**config.mk**
```make
export PLATFORM = sky130hd
export DESIGN_NAME = fetch_unit
export DESIGN_NICKNAME = d
export VERILOG_FILES = /design/src/rtl/fetch_unit.sv
export SDC_FILE = /design/constraint.sdc
export NUM_CORES = 1
export LEC_CHECK = 0
export CAP_MARGIN = 20
export CORE_MARGIN = 5
export CORE_UTILIZATION = 48
export DETAILED_ROUTE_END_ITERATION = 10
export PLACE_DENSITY = 0.85
export SYNTH_ARGS = -nofsm -noshare
export SYNTH_HDL_FRONTEND = slang
export SYNTH_SLANG_ARGS = --single-unit
```
**constraint.sdc**
```tcl
create_clock -name clock -period 10.6 [get_ports clock]
set_input_delay 2.12 -clock clock [delete_from_list [all_inputs] [get_ports clock]]
set_output_delay 2.12 -clock clock [all_outputs]
set_load 0.02 [all_outputs]
```
**src/rtl/fetch_unit.sv**
```systemverilog
// fetch_unit: 2-wide fetch stage; one aligned 64-bit line request in flight, unpacked into two IF_IB_PACKET slots.
// Optional macro FETCH_PERF_CNT_EN adds saturating counters perf_lines / perf_stall_cyc / perf_squash.

`ifndef NOP
`define NOP 32'h0000_0013
`endif

module fetch_unit #(
    parameter int                ADDR_W   = 32,
    parameter logic [ADDR_W-1:0] RESET_PC = {ADDR_W{1'b0}}
) (
    input  logic                                clock,
    input  logic                                reset,
    input  logic                                buffer_full,
    input  logic                                squashed_sig_rob,
    input  logic [ADDR_W-1:0]                   squash_pc,
    output logic                                mem_req,
    output logic [ADDR_W-1:0]                   mem_addr,
    input  logic                                mem_gnt,
    input  logic                                mem_rsp_valid,
    input  logic [63:0]                         mem_rsp_data,
    // Each slot is packed as {valid, inst[31:0], pc[ADDR_W-1:0], npc[ADDR_W-1:0]}.
    output logic [1:0][2*ADDR_W+32:0]           if_ib_packet
`ifdef FETCH_PERF_CNT_EN
    ,
    output logic [31:0]                         perf_lines,
    output logic [31:0]                         perf_stall_cyc,
    output logic [31:0]                         perf_squash
`endif
);

    localparam logic [ADDR_W-1:0] STEP4 = ADDR_W'(32'd4);
    localparam logic [ADDR_W-1:0] STEP8 = ADDR_W'(32'd8);

    typedef struct packed {
        logic              valid;
        logic [31:0]       inst;
        logic [ADDR_W-1:0] pc;
        logic [ADDR_W-1:0] npc;
    } pkt_t;

    typedef enum logic [1:0] {
        S_REQ   = 2'd0,
        S_WAIT  = 2'd1,
        S_HOLD  = 2'd2,
        S_DRAIN = 2'd3
    } state_t;

    function automatic pkt_t idle_slot();
        pkt_t p;
        p.valid = 1'b0;
        p.inst  = `NOP;
        p.pc    = {ADDR_W{1'b0}};
        p.npc   = {ADDR_W{1'b0}};
        return p;
    endfunction

    function automatic pkt_t live_slot(input logic [31:0] inst, input logic [ADDR_W-1:0] pc);
        pkt_t p;
        p.valid = 1'b1;
        p.inst  = inst;
        p.pc    = pc;
        p.npc   = pc + STEP4;
        return p;
    endfunction

    state_t            state_q, state_d;
    logic [ADDR_W-1:0] pc_q, pc_d;
    logic [63:0]       hold_q, hold_d;
    logic              deliver_s;
    logic [63:0]       line_s;
    logic [ADDR_W-1:0] pc_adv_s;
    pkt_t              slot0_s, slot1_s;

    // A line starting at the upper word only yields one instruction.
    assign pc_adv_s = pc_q + (pc_q[2] ? STEP4 : STEP8);

    // State, fetch PC and hold register.
    always_ff @(posedge clock or posedge reset) begin
        if (reset) begin
            state_q <= S_REQ;
            pc_q    <= RESET_PC;
            hold_q  <= 64'd0;
        end else begin
            state_q <= state_d;
            pc_q    <= pc_d;
            hold_q  <= hold_d;
        end
    end

    // Next-state logic; a squash overrides everything and picks REQ or DRAIN by whether a response is still owed.
    always_comb begin
        state_d   = state_q;
        pc_d      = pc_q;
        hold_d    = hold_q;
        deliver_s = 1'b0;
        line_s    = mem_rsp_data;
        if (squashed_sig_rob) begin
            pc_d   = squash_pc;
            hold_d = 64'd0;
            case (state_q)
                S_REQ:   state_d = mem_gnt ? S_DRAIN : S_REQ;
                S_WAIT:  state_d = mem_rsp_valid ? S_REQ : S_DRAIN;
                S_HOLD:  state_d = S_REQ;
                S_DRAIN: state_d = mem_rsp_valid ? S_REQ : S_DRAIN;
                default: state_d = S_REQ;
            endcase
        end else begin
            case (state_q)
                S_REQ: begin
                    if (mem_gnt) begin
                        state_d = S_WAIT;
                    end else begin
                        state_d = S_REQ;
                    end
                end
                S_WAIT: begin
                    if (mem_rsp_valid && !buffer_full) begin
                        deliver_s = 1'b1;
                        pc_d      = pc_adv_s;
                        state_d   = S_REQ;
                    end else if (mem_rsp_valid) begin
                        hold_d  = mem_rsp_data;
                        state_d = S_HOLD;
                    end else begin
                        state_d = S_WAIT;
                    end
                end
                S_HOLD: begin
                    if (!buffer_full) begin
                        deliver_s = 1'b1;
                        line_s    = hold_q;
                        hold_d    = 64'd0;
                        pc_d      = pc_adv_s;
                        state_d   = S_REQ;
                    end else begin
                        state_d = S_HOLD;
                    end
                end
                S_DRAIN: begin
                    if (mem_rsp_valid) begin
                        state_d = S_REQ;
                    end else begin
                        state_d = S_DRAIN;
                    end
                end
                default: state_d = S_REQ;
            endcase
        end
    end

    // Line unpack into the two buffer slots.
    always_comb begin
        slot0_s = idle_slot();
        slot1_s = idle_slot();
        if (deliver_s) begin
            if (pc_q[2]) begin
                slot0_s = live_slot(line_s[63:32], pc_q);
            end else begin
                slot0_s = live_slot(line_s[31:0], pc_q);
                slot1_s = live_slot(line_s[63:32], pc_q + STEP4);
            end
        end else begin
            slot0_s = idle_slot();
            slot1_s = idle_slot();
        end
    end

    assign mem_req         = (state_q == S_REQ) & ~reset;
    assign mem_addr        = {pc_q[ADDR_W-1:3], 3'b000};
    assign if_ib_packet[0] = slot0_s;
    assign if_ib_packet[1] = slot1_s;

`ifdef FETCH_PERF_CNT_EN
    logic [31:0] perf_lines_q, perf_stall_q, perf_squash_q;

    function automatic logic [31:0] sat_inc(input logic [31:0] v, input logic en);
        return (en && (v != 32'hFFFF_FFFF)) ? v + 32'd1 : v;
    endfunction

    // Saturating performance counters.
    always_ff @(posedge clock or posedge reset) begin
        if (reset) begin
            perf_lines_q  <= 32'd0;
            perf_stall_q  <= 32'd0;
            perf_squash_q <= 32'd0;
        end else begin
            perf_lines_q  <= sat_inc(perf_lines_q, deliver_s);
            perf_stall_q  <= sat_inc(perf_stall_q, state_q == S_HOLD);
            perf_squash_q <= sat_inc(perf_squash_q, squashed_sig_rob);
        end
    end

    assign perf_lines     = perf_lines_q;
    assign perf_stall_cyc = perf_stall_q;
    assign perf_squash    = perf_squash_q;
`endif

endmodule
```
; ---- Word level (Yosys, flattened, before mapping)
; Cells that the tools add are included.
[word_totals]
reg_bits = 98
inputBits = 102
out_inout_bits = 227
word_cells = 52
[op_classes]
addsub = 3
eq_ne = 7
muxes = 30
n_bitwise = 2
reduce_logical = 7
[op_table]
columns = op, n
row1 = $mux 64, 7
row2 = $mux 97, 3
row3 = $pmux 64 s2, 1
row4 = $mux 32, 3
row5 = $mux 96, 1
row6 = $add 32x3->32 const B, 2
row7 = $pmux 32 s2, 1
row8 = $add 32x4->32, 1
row9 = $mux 2, 6
row10 = $ne 3x3->1 const B, 4
row11 = $pmux 2 s4, 1
row12 = $pmux 2 s3, 1
row13 = $eq 2x2->1 const B, 2
row14 = $mux 1, 4
row15 = $mux 4, 1
row16 = $reduce_and 4->1, 1
row17 = $reduce_and 3->1, 1
row18 = $reduce_bool 3->1, 1
row19 = $eq 2x1->1 const B, 1
row20 = $logic_not 2->1, 1
row21 = $pmux 1 s2, 1
row22 = $reduce_or 2->1, 1
row23 = $and 1x1->1, 1
row24 = $logic_and 1x1->1, 1
row25 = other kinds (2), 2

; ---- Depth between registers and ports, before layout
[logic_depth]
word_depth = 6
mapped_depth = 12
ltp_nobuf = 10

; ---- Worst setup path after synthesis
; No wires, ideal clock.
[synth_timing]
kind = input to output
start = input mem_rsp_valid
end = output if_ib_packet[126] (netlist name)
t_arrival_ns = 4.054
required_time_ns = 8.480
path_slack_ns = 4.426
cell_stages = 10
n_path_buf = 2
cell_sequence = a21oi_1 -> nand3b_1 -> or2_2 -> clkbuf_1 -> inv_1 -> nand2_1 -> inv_1 -> clkbuf_1 -> nand2_1 -> mux2i_1
[synth_rtl]
columns = item, line_no
row1 = "start, declared", 20  ; input logic mem_rsp_valid,
row2 = "end, declared", 23  ; output logic [1:0][2*ADDR_W+32:0] if_ib_packet

==> impl_results.md <==
* Top post-synthesis cells by count: 207 x nand2_1, 130 x nor2_1, 98 x dfrtp_1
* Max-Cap Viols at 0
* Critical path endpoint category: output port
* Row count at 47
* Hold_buf cts at 0
* Routed WL per cell at 18.9 um
* Switching part of the total at 39.3%
* R2R depth at 9
* Max stage delay cell, worst path: inv_1
* Initial antenna violation count at 0
* Via density at about 5.6
* Hold depth at 2
* Root Driver: clkbuf_16
* Worst Tran Pin Value at ~1.1 ns
* Core area at ~17000 sq um
* Clock power frac at 25.9%
* Internal power at approximately 0.00086 W
* CP cell instances: clkdlybuf4s50_1, a21oi_1, nand3b_1, or2_2, inv_1, nand2_2, inv_1, nand2_1, o31ai_1, clkdlybuf4s50_1
* Synth top area share at slightly above 30%
* Slew HR at 26.3%
* CP peak stage delay at 0.68 ns
* Total Neg Setup Slack at 0 ns
* Net Switching at around 0.00056 W
* Vias at 8600
* Die height at around 140 um
* Die span in x at roughly 140 um
* # IOs at ~330
* Final Wtd Congestion at 0.914
* Die Area at just under 20000 sq um
* Max-slew violation count at 0
* Power Dens Cells at between 100 and 150 nW/um^2
* GRT Total Usage at between 20% and 30%
* CTS resizes at 0
* Fmax at between 100 and 150 MHz
* FF+latch count, synth at roughly 100
* Setup Buffers After CTS at 0
* First-pass GRT wire length at ~45000 um
* Number of synthesized flops with an enable pin at 0
* Outcome: finished clean
* Worst-Skew Late Latency at approximately 0.36 ns
* Final #Nets at approximately 1400
* Drc violations at 0
* Post-Synthesis Cells at ~1100
* CTS buffer count at 9
* Total Power at around 0.0014 W
* Fillers at ~1400
* Final ANT Viol Nets at 0
* RSZ-0062 raised after global routing: false
* Hold Violations, Final at 0
* Largest net degree at the start of global routing at roughly 130
* Top FF cell, synth: dfrtp_1
* Count leader, synth: nand2_1
* Hold slack at roughly 0.48 ns
* Final Util at about 70%
* Ys async rst share at 100%
* Syn Std Cell Area at roughly 8100 sq um
* Final worst-path cycle share at between 70% and 80%
* Number of global-route vias before repair at roughly 8300
* Clock transition at path regs at ~0.070 ns
* Initial core utilization at between 40% and 50%
* Post-Route WL at slightly below 30000 um
* Buf+Inv Stages, Crit Path at 4
* Design area at ~11000 sq um
* CTS Buffer Depth at 2
* CTS tree: built
* # setup viols final at 0
* Synth cell types at 67
* Crit path time final at between 7 and 8 ns
* Ys Warns at 0
* Clock sink count at 98
* WP depth at 10
* Crit path DAT at approximately 5.6 ns
* Max VDD drop at 0.0819 mV
* Critical Path RT at 8.48 ns
* DR iter-0 viols at ~800
* Type of the worst min-delay path: reg -> reg
* Htree depth at 3
* CP max FO at 37
* First drt pass iteration count at 5
* Synth area leader: dfrtp_1
* Share of cells above drive strength 1 at roughly 3.7%
* Leak pwr at between 4 and 5 nW
* Hpwl dp at 21200 um
* P&R area growth vs syn at 40.5%
* ANT cells at 0
* Worst setup SP type: input pin
* Syn Area/Cell at around 7.5 sq um
* Clock skew at 0.0140 ns
* Sequential cell area fraction in the yosys report at 30.2%
* Post-placement cell area at ~11000 sq um
* GRT overflow at 0
* I/O Buffers at ~320
* Logic pwr share at 37.8%
* Crit-path leading delay family: buffers and inverters
* Crit Path Category: in -> out
* Reg power frac at 36.4%
* Synth area leaders: dfrtp_1 30%, nand2_1 9.6%, nor2_1 6.0%
## worst reg2reg max path, stage by stage (launching register included)
cell,delay [ns]
dfrtp_1,0.40
inv_1,0.09
ha_1,0.29
nand2b_1,0.11
a21oi_1,0.51
nand2_1,0.26
nor4b_1,0.75
nand2_1,0.18
xor2_1,0.19
o21ai_0,0.18
## sequential cells by signal (all words and copies together) (netlist names)
signal,cells
state_q,2
pc_q,32
hold_q,64
## kinds of logic after synthesis
| kind of cell | count (synthesis) | synth area share [%] |
|---|---|---|
| AND/OR/NAND/NOR | 521 | 30.6 |
| flip-flops | 98 | 30.2 |
| multiplexers | 41 | 5.11 |
| buffers and inverters | 144 | 9.24 |
| AO/OA/AOI/OAI | 206 | 16.0 |
| other | 1 | 0.0462 |
| XOR/XNOR | 66 | 7.12 |
| adder cells (fa/ha/maj) | 11 | 1.69 |
## worst paths after layout
path | from | end | slack [ns]
max in group asynchronous | reset | pc_q[2] | 7.22
max | mem_rsp_valid | if_ib_packet[124] | 2.88
min | hold_q[58] | hold_q[58] | 0.48
min in group asynchronous | reset | pc_q[0] | 2.12
max reg2reg | state_q[0] | pc_q[21] | 7.56
min reg2reg | hold_q[58] | hold_q[58] | 0.48
## metrics by stage
| step | instances | setup slack (ns) |
|---|---|---|
| 6_report | 1534 | 2.88 |
| 5_1_grt | 1534 | 2.69 |
| 4_1_cts | 1533 | 2.92 |
| 3_5_place_dp | 1517 | 2.92 |
| 3_3_place_gp | 1517 | 3.07 |
| 2_1_floorplan | 1091 | 4.43 |
## power groups by stage
stage | Combinational (W) | Clock [W] | Sequential [W]
2_1_floorplan | 0.000365 | 0 | 0.000485
3_3_place_gp | 0.000520 | 0 | 0.000515
3_5_place_dp | 0.000530 | 0 | 0.000520
4_1_cts | 0.000532 | 0.000367 | 0.000513
5_1_grt | 0.000580 | 0.000382 | 0.000525
6_report | 0.000535 | 0.000366 | 0.000514
## final cells by class
type | instances | area, sq um | share of cell area [%]
well taps | 220 | 275 | 2.41
multi-input cells | 849 | 4950 | 43.4
clock inverters | 6 | 78.8 | 0.691
repair buffers | 334 | 3350 | 29.3
inverters | 17 | 66.3 | 0.581
clock buffers | 10 | 239 | 2.09
flip-flops and latches | 98 | 2450 | 21.5
## layer usage
| metal | vias to the layer above | GRT usage [%] | part of all wire [%] |
|---|---|---|---|
| li1 | 4105 | - | - |
| met1 | 4036 | 34.5 | 40 |
| met2 | 406 | 48.7 | 49 |
| met3 | 53 | 7.26 | 9.0 |
| met4 | 0 | 9.23 | 2.7 |
| met5 | - | 0 | 0 |
## cells in the final DEF (no fill, tap or decap), drive strengths merged, types with 2 or more instances in the layout
| cell type | count |
|---|---|
| clkdlybuf4s50 | 323 |
| nand2 | 208 |
| nor2 | 130 |
| o21ai | 101 |
| dfrtp | 98 |
| a211oi | 59 |
| xnor2 | 48 |
| mux2i | 37 |
| and2 | 33 |
| nor2b | 31 |
| nand3 | 19 |
| xor2 | 18 |
| and3 | 18 |
| nor3 | 18 |
| inv | 18 |
| nand4 | 14 |
| nor4 | 12 |
| o31ai | 11 |
| ha | 11 |
| buf | 11 |
| a21oi | 10 |
| clkbuf | 10 |
| nand2b | 7 |
| and4 | 7 |
| or4 | 7 |
| nand4b | 4 |
| conb | 4 |
| clkinv | 4 |
| mux2 | 4 |
| nand3b | 3 |
| a21o | 3 |
| a2111oi | 3 |
| a31oi | 2 |
| or3 | 2 |
| and3b | 2 |
| o31a | 2 |
| a31o | 2 |
| or2 | 2 |
| o22ai | 2 |
(Power assumes the default switching activity.)
